--- config.mk ---
export PLATFORM = sky130hd
export DESIGN_NAME = multicycle_bus_adapter
export DESIGN_NICKNAME = d
export VERILOG_FILES = /design/src/rtl/multicycle_bus_adapter_pkg.sv /design/src/rtl/multicycle_bus_adapter_bus_data_align.sv /design/src/rtl/multicycle_bus_adapter.sv
export SDC_FILE = /design/constraint.sdc
export NUM_CORES = 1
export LEC_CHECK = 0
export BUFFER_PORTS_ARGS = -buffer_cell sky130_fd_sc_hd__buf_2
export CAP_MARGIN = 30
export CORE_MARGIN = 4
export CORE_UTILIZATION = 50
export CTS_BUF_LIST = sky130_fd_sc_hd__clkbuf_4
export DETAILED_ROUTE_END_ITERATION = 12
export PLACE_DENSITY_LB_ADDON = 0.12
export SLEW_MARGIN = 10
export SYNTH_ARGS = -nofsm -noshare
export SYNTH_HDL_FRONTEND = slang
export SYNTH_HIERARCHICAL = 1
export SYNTH_SLANG_ARGS = --single-unit
--- constraint.sdc ---
create_clock -name clock -period 4.2 [get_ports clock]
set_clock_uncertainty 0.05 [all_clocks]
set_input_delay 0.63 -clock clock [delete_from_list [all_inputs] [get_ports clock]]
set_output_delay 0.63 -clock clock [all_outputs]
set_load 0.02 [all_outputs]
--- src/rtl/multicycle_bus_adapter_pkg.sv ---
// ---------------------------------------------------------------------------
// multicycle_bus_adapter_pkg
// Shared constants for the memory side of the multicycle core: the funct3
// width codes used by both the load/store datapath and the bus adapter, the
// adapter FSM state encoding, and a helper that recognises legal width codes.
// ---------------------------------------------------------------------------
package multicycle_bus_adapter_pkg;

    // Load width codes (funct3)
    localparam logic [2:0] FMT_LB  = 3'b000;
    localparam logic [2:0] FMT_LH  = 3'b001;
    localparam logic [2:0] FMT_LW  = 3'b010;
    localparam logic [2:0] FMT_LBU = 3'b100;
    localparam logic [2:0] FMT_LHU = 3'b101;

    // Store width codes share the encoding of the signed loads
    localparam logic [2:0] FMT_SB  = FMT_LB;
    localparam logic [2:0] FMT_SH  = FMT_LH;
    localparam logic [2:0] FMT_SW  = FMT_LW;

    typedef enum logic [1:0] {
        ST_IDLE = 2'd0,
        ST_REQ  = 2'd1,
        ST_DONE = 2'd2
    } bus_state_t;

    // True for the five width codes any load may use
    function automatic logic format_is_valid(input logic [2:0] format);
        return (format == FMT_LB)  || (format == FMT_LH) || (format == FMT_LW) ||
               (format == FMT_LBU) || (format == FMT_LHU);
    endfunction

endpackage

--- src/rtl/multicycle_bus_adapter_bus_data_align.sv ---
// ---------------------------------------------------------------------------
// bus_data_align
// Purely combinational lane steering between the core and a word-wide bus.
// Ports:
//   format       in  3   funct3 width code
//   addr_low     in  2   byte offset within the word
//   wdata        in  32  low-aligned store data
//   rdata        in  32  word read from the bus
//   byte_enable  out 4   active byte lanes for the access
//   wdata_lanes  out 32  store data replicated across all lanes
//   rdata_ext    out 32  selected load data, sign/zero extended
//   misalign     out 1   halfword/word access not naturally aligned
// ---------------------------------------------------------------------------
module bus_data_align
    import multicycle_bus_adapter_pkg::*;
(
    input  logic [2:0]  format,
    input  logic [1:0]  addr_low,
    input  logic [31:0] wdata,
    input  logic [31:0] rdata,
    output logic [3:0]  byte_enable,
    output logic [31:0] wdata_lanes,
    output logic [31:0] rdata_ext,
    output logic        misalign
);

    logic [31:0] shifted;

    // The addressed byte/halfword is moved down to bit 0 before extension
    assign shifted = rdata >> {addr_low, 3'b000};

    always_comb begin
        byte_enable = 4'b0000;
        wdata_lanes = 32'd0;
        rdata_ext   = 32'd0;
        misalign    = 1'b0;
        case (format)
            FMT_LB: begin
                byte_enable = 4'b0001 << addr_low;
                wdata_lanes = {4{wdata[7:0]}};
                rdata_ext   = {{24{shifted[7]}}, shifted[7:0]};
            end
            FMT_LBU: begin
                byte_enable = 4'b0001 << addr_low;
                wdata_lanes = {4{wdata[7:0]}};
                rdata_ext   = {24'd0, shifted[7:0]};
            end
            FMT_LH: begin
                byte_enable = 4'b0011 << {addr_low[1], 1'b0};
                wdata_lanes = {2{wdata[15:0]}};
                rdata_ext   = {{16{shifted[15]}}, shifted[15:0]};
                misalign    = addr_low[0];
            end
            FMT_LHU: begin
                byte_enable = 4'b0011 << {addr_low[1], 1'b0};
                wdata_lanes = {2{wdata[15:0]}};
                rdata_ext   = {16'd0, shifted[15:0]};
                misalign    = addr_low[0];
            end
            FMT_LW: begin
                byte_enable = 4'b1111;
                wdata_lanes = wdata;
                rdata_ext   = shifted;
                misalign    = (addr_low != 2'b00);
            end
            default: begin
                byte_enable = 4'b0000;
            end
        endcase
    end

endmodule

--- src/rtl/multicycle_bus_adapter.sv ---
// ---------------------------------------------------------------------------
// multicycle_bus_adapter
// Converts the core's held memory enables into one req/ack transaction on a
// word-wide bus with arbitrary wait states, and reports completion with a
// single-cycle core_done pulse (plus core_error on illegal access/timeout).
// Ports:
//   clock, reset          single clock, synchronous active-low reset
//   core_read_enable      load request, held until core_done
//   core_write_enable     store request, held until core_done
//   core_addr[31:0]       byte address
//   core_wdata[31:0]      low-aligned store data
//   core_format[2:0]      funct3 width code
//   core_rdata[31:0]      extended load result, held until next load
//   core_done, core_error completion pulse and its error qualifier
//   bus_req, bus_we       request valid and direction
//   bus_addr[31:0]        word address
//   bus_byte_enable[3:0]  active lanes
//   bus_wdata[31:0]       lane-replicated store data
//   bus_ack, bus_rdata    transfer complete and read word
// TIMEOUT_CYCLES: REQ cycles without ack before aborting (0 = never).
// ---------------------------------------------------------------------------
module multicycle_bus_adapter
    import multicycle_bus_adapter_pkg::*;
#(
    parameter int unsigned TIMEOUT_CYCLES = 256
) (
    input  logic        clock,
    input  logic        reset,
    input  logic        core_read_enable,
    input  logic        core_write_enable,
    input  logic [31:0] core_addr,
    input  logic [31:0] core_wdata,
    input  logic [2:0]  core_format,
    output logic [31:0] core_rdata,
    output logic        core_done,
    output logic        core_error,
    output logic        bus_req,
    output logic        bus_we,
    output logic [31:0] bus_addr,
    output logic [3:0]  bus_byte_enable,
    output logic [31:0] bus_wdata,
    input  logic        bus_ack,
    input  logic [31:0] bus_rdata
);

    localparam logic [31:0] TIMEOUT_LIMIT = 32'(TIMEOUT_CYCLES);

    bus_state_t  state;
    logic [31:0] addr_q;
    logic [31:0] wdata_q;
    logic [2:0]  format_q;
    logic        write_q;
    logic        error_q;
    logic [31:0] timeout_count;

    logic        idle;
    logic [2:0]  align_format;
    logic [1:0]  align_addr_low;
    logic [31:0] align_wdata;
    logic [3:0]  align_byte_enable;
    logic [31:0] align_wdata_lanes;
    logic [31:0] align_rdata_ext;
    logic        align_misalign;
    logic        access_legal;
    logic        timeout_hit;

    // In IDLE the aligner looks at the live core request so legality can be
    // decided in the same cycle; afterwards it only sees latched values, which
    // keeps every bus output stable and free of core-side combinational paths.
    assign idle           = (state == ST_IDLE);
    assign align_format   = idle ? core_format     : format_q;
    assign align_addr_low = idle ? core_addr[1:0]  : addr_q[1:0];
    assign align_wdata    = idle ? core_wdata      : wdata_q;

    bus_data_align u_align (
        .format      (align_format),
        .addr_low    (align_addr_low),
        .wdata       (align_wdata),
        .rdata       (bus_rdata),
        .byte_enable (align_byte_enable),
        .wdata_lanes (align_wdata_lanes),
        .rdata_ext   (align_rdata_ext),
        .misalign    (align_misalign)
    );

    // Stores have no unsigned variants, so formats with bit 2 set are loads only
    assign access_legal = format_is_valid(core_format) && !align_misalign &&
                          !(core_read_enable && core_write_enable) &&
                          !(core_write_enable && core_format[2]);

    // Counter holds the number of ack-less REQ cycles already completed
    assign timeout_hit = (TIMEOUT_CYCLES != 0) &&
                         ((timeout_count + 32'd1) == TIMEOUT_LIMIT);

    // Bus and completion outputs are decoded from state and latched fields only
    assign bus_req         = (state == ST_REQ);
    assign bus_we          = bus_req & write_q;
    assign bus_addr        = bus_req ? {addr_q[31:2], 2'b00} : 32'd0;
    assign bus_byte_enable = bus_req ? align_byte_enable : 4'b0000;
    assign bus_wdata       = (bus_req & write_q) ? align_wdata_lanes : 32'd0;
    assign core_done       = (state == ST_DONE);
    assign core_error      = core_done & error_q;

    // Transaction FSM with latched request fields, timeout counter and the
    // load result register; an ack wins over a timeout in the same cycle.
    always_ff @(posedge clock) begin
        if (!reset) begin
            state         <= ST_IDLE;
            addr_q        <= 32'd0;
            wdata_q       <= 32'd0;
            format_q      <= 3'd0;
            write_q       <= 1'b0;
            error_q       <= 1'b0;
            timeout_count <= 32'd0;
            core_rdata    <= 32'd0;
        end else begin
            case (state)
                ST_IDLE: begin
                    if (core_read_enable || core_write_enable) begin
                        addr_q        <= core_addr;
                        wdata_q       <= core_wdata;
                        format_q      <= core_format;
                        write_q       <= core_write_enable;
                        timeout_count <= 32'd0;
                        if (access_legal) begin
                            error_q <= 1'b0;
                            state   <= ST_REQ;
                        end else begin
                            error_q <= 1'b1;
                            state   <= ST_DONE;
                        end
                    end
                end
                ST_REQ: begin
                    if (bus_ack) begin
                        if (!write_q) begin
                            core_rdata <= align_rdata_ext;
                        end
                        error_q <= 1'b0;
                        state   <= ST_DONE;
                    end else if (timeout_hit) begin
                        error_q <= 1'b1;
                        state   <= ST_DONE;
                    end else begin
                        timeout_count <= timeout_count + 32'd1;
                    end
                end
                ST_DONE: begin
                    error_q <= 1'b0;
                    state   <= ST_IDLE;
                end
                default: begin
                    state <= ST_IDLE;
                end
            endcase
        end
    end

endmodule

==> out/summary.txt <==
status -> completed
num ports -> 208
total CTS buffers -> 17
Root Driver -> clkbuf_4
clk_lat worst skew -> 0.57 ns
synth unique cells -> 73
synth-to-layout area growth -> 15.84%
number of core rows -> 46
peak per-stage delay on the critical path -> 0.46 ns
fin crit period -> 3.899 ns
CP startpoint -> state[1]
RR Endpoint -> timeout_count[9]
htree depth -> 4
fin crit share -> 0.9284
area leader, netlist -> dfxtp_1
CTS tree -> built
Seq cells post-synth -> 135
Synth Area in XOR/XNOR -> 0.008480
simple-gate share of the synthesized area -> 0.3039
Reg clk slew, reported paths -> 0.13 ns
vias in the first global route -> 7727
filler instances -> 1548
crit-path max FO -> 37
pin count of the biggest net entering global routing -> 83
largest cells by area after synthesis -> dfxtp_1, nand2_1, a21oi_1
placer's final routability congestion estimate -> 0.9761
Fmax -> 256.5 MHz
LEAKAGE -> 4.263 nW
Post-synth EDFFs -> 0
met3 WL -> 1.921 mm
WS Path Type -> reg -> out
GRT Total Usage -> 0.2623
first-pass GRT wire length -> 39.59 mm
Seq/Total Area, Yosys -> 0.3271
unrepaired setup endpoints after global routing -> false
die span in y -> 136.6 um
IO Port Bufs -> 205
startpoint types -> register
fraction of registers with async set/reset -> 0
worst slew pin tran -> 0.8616 ns
hpwl dp -> 17.35 mm
Die Wd -> 136.6 um
First-pass DRT Iterations -> 5
Avg WL per Cell -> 16.38 um
final wirelength -> 24.54 mm
via count -> 8488
worst hold path class -> in -> reg
final hold vios -> 0
final count of negative-setup-slack endpoints -> 0
worst r2r path cells -> 10
Worst Setup EP -> bus_wdata[29]
adder-cell area share of the yosys netlist -> 0.007571
Yosys warning count -> 6
Avg Inst Size Synth -> 7.325 um^2
Reg2Reg Setup Slack -> 0.54 ns
final worst slack -> 0.3007 ns
core area -> 16060 um^2
die area -> 18650 um^2
Max Root-Sink Buffers -> 2
multiplexer area fraction after synthesis -> 0.07723
WP data arrival -> 3.22 ns
CP dominant cell by count -> buf_4
Remaining DRCs -> 0
pwr/cell area -> 360.0 nW/um^2
Net count, final -> 1378
Synth Area in Compound Gates -> 0.2153
pre-CTS WS -> 0.5789 ns
clk sinks -> 135
DR top layer -> met4
worst r2r src -> timeout_count[0]
starting density of the core -> 0.5146
Initial DRC Count -> 703
Slew Limit Headroom -> 0.4236
Hold-fix buffers, CTS -> 0
mapped cell area -> 8263 um^2
Routed Antenna Nets -> 0
CP max stage cell -> buf_4
ys flop type -> dfxtp_1
Routed met1 length -> 10.76 mm
setup TNS -> 0 ns
largest family of logic cells by synthesized area -> simple AND/OR/NAND/NOR gates
grt ovf -> 0
critical-path cell list -> inv_1 -> ha_2 -> buf_4 -> mux2_2 -> nor2b_1 -> buf_4 -> a21oi_1 -> o21ai_0 -> and3_1 -> buf_2
area share of the leading cell type in the synthesized netlist -> 0.3271
Via density -> 5.666
Max-cap violations -> 0
proportion of layout cells with a drive suffix above 1 -> 0.2453
Pins Over Slew Limit -> 0
Syn Inst Count -> 1128
crit end category -> output pin
initial antenna violation count -> 2
Worst Path Required -> 3.52 ns
IR drop worst, VDD -> 0.2467 mV
metal2 WL -> 11.41 mm
## placed cells by master (no fill, tap or decap), drive strengths merged, types with 3 or more instances in the layout
cell type    n
bufinv       3
xnor2        5
nor3        11
nand2      281
o2111ai      3
or3          7
nor2        33
nor4        11
a311oi       4
nor3b        3
dfxtp      135
mux2i       21
xor2         3
o31ai        8
a211oi      18
o2bb2ai      7
ha           5
inv         13
a21o        18
o21ai       64
nand3       26
and3        39
o211ai       6
or2          4
a31o         3
and4         5
clkbuf      18
buf        223
clkinv       6
a32o         6
nand4       14
mux2        38
or4          7
a21oi      123
a31oi        5
nor2b       21
and2        48
a41o         4
## critical path, delay by kind of cell (launching register included)
family | cells | cell delay (ns)
buffers and inverters | 4 | 0.97
multiplexers | 1 | 0.43
AND/OR/NAND/NOR | 2 | 0.36
flip-flops | 1 | 0.33
adder cells (fa/ha/maj) | 1 | 0.32
AO/OA/AOI/OAI | 2 | 0.24
## worst min path at each step
stage | startpoint | to | slack (ns) | depth (start not counted)
after global placement | addr_q[24] | addr_q[24] | 0.39 | 2
after floorplan | addr_q[10] | addr_q[10] | 0.38 | 2
after CTS | core_addr[18] | addr_q[18] | 0.20 | 3
final | core_addr[18] | addr_q[18] | 0.22 | 3
after global routing | core_addr[8] | addr_q[8] | 0.19 | 3
after detailed placement | addr_q[25] | addr_q[25] | 0.39 | 2
## cell families (layout without fill, tap and decap cells)
kind of cell | after synthesis | after routing
xor+xnor | 8 | 8
other cells | 1 | 4
flops | 135 | 135
buf+inv | 114 | 265
simple gates | 517 | 517
mux | 59 | 59
compound gates | 289 | 289
fa+ha+maj | 5 | 5
## routing by layer
metal,vias to the layer above,global-route usage
met5,-,0
met4,0,0.07335
met3,41,0.07059
met2,319,0.4118
met1,3902,0.3557
li1,4226,-
## Yosys cell counts (all sizes together), types with 2 or more instances
| cell | n |
|---|---|
| nand2 | 281 |
| dfxtp | 135 |
| a21oi | 123 |
| clkbuf | 71 |
| o21ai | 64 |
| and2 | 48 |
| and3 | 39 |
| mux2 | 38 |
| nor2 | 33 |
| buf | 31 |
| nand3 | 26 |
| mux2i | 21 |
| nor2b | 21 |
| a211oi | 18 |
| a21o | 18 |
| nand4 | 14 |
| inv | 12 |
| nor3 | 11 |
| nor4 | 11 |
| o31ai | 8 |
| o2bb2ai | 7 |
| or3 | 7 |
| or4 | 7 |
| a32o | 6 |
| o211ai | 6 |
| a31oi | 5 |
| and4 | 5 |
| ha | 5 |
| xnor2 | 5 |
| a311oi | 4 |
| a41o | 4 |
| or2 | 4 |
| a31o | 3 |
| nor3b | 3 |
| o2111ai | 3 |
| xor2 | 3 |
| a21boi | 2 |
| a22oi | 2 |
| nand2b | 2 |
| o21bai | 2 |
| o31a | 2 |
| o32ai | 2 |
| o41ai | 2 |
## what timing repair did
item | in CTS | in global routing
buffers inserted | 0 | 0
endpoints found under the setup margin | 0 | 4
gates resized for setup | 0 | 1
## report_power, final
group	total (mW)	internal, mW	switching (mW)
Combinational	1.11	0.412	0.700
Clock	0.918	0.412	0.506
Sequential	1.42	1.37	0.0436
## area by class of cell
class	instances	area (um^2)	share of cell area
multi-input cells	880	5091	0.5319
well taps	216	270.3	0.02824
inverters	12	46.29	0.004837
repair buffers	223	1169	0.1221
clock buffers	18	135.1	0.01412
clock inverters	12	152.6	0.01595
flip-flops and latches	135	2703	0.2824
diodes	2	5.005	0.0005229
## sequential cells by signal, summed over array words and instances, names as in the netlist
| name | flops |
|---|---|
| write_q | 1 |
| state | 2 |
| format_q | 3 |
| error_q | 1 |
| core_rdata | 32 |
| wdata_q | 32 |
| addr_q | 32 |
| timeout_count | 32 |
## per-stage QoR
stage	hold slack (ns)	total power, mW	util	instances	area (um^2)
after CTS	0.1955	3.453	0.5945	1495	9547
after global routing	0.1900	3.661	0.5961	1498	9572
after global placement	0.3875	2.534	0.5766	1465	9259
after detailed placement	0.3933	2.543	0.5766	1465	9259
after floorplan	0.3817	2.269	-	1129	8267
final	0.2237	3.446	0.5961	1498	9572
Note: power is estimated with default switching activity, not from simulation.
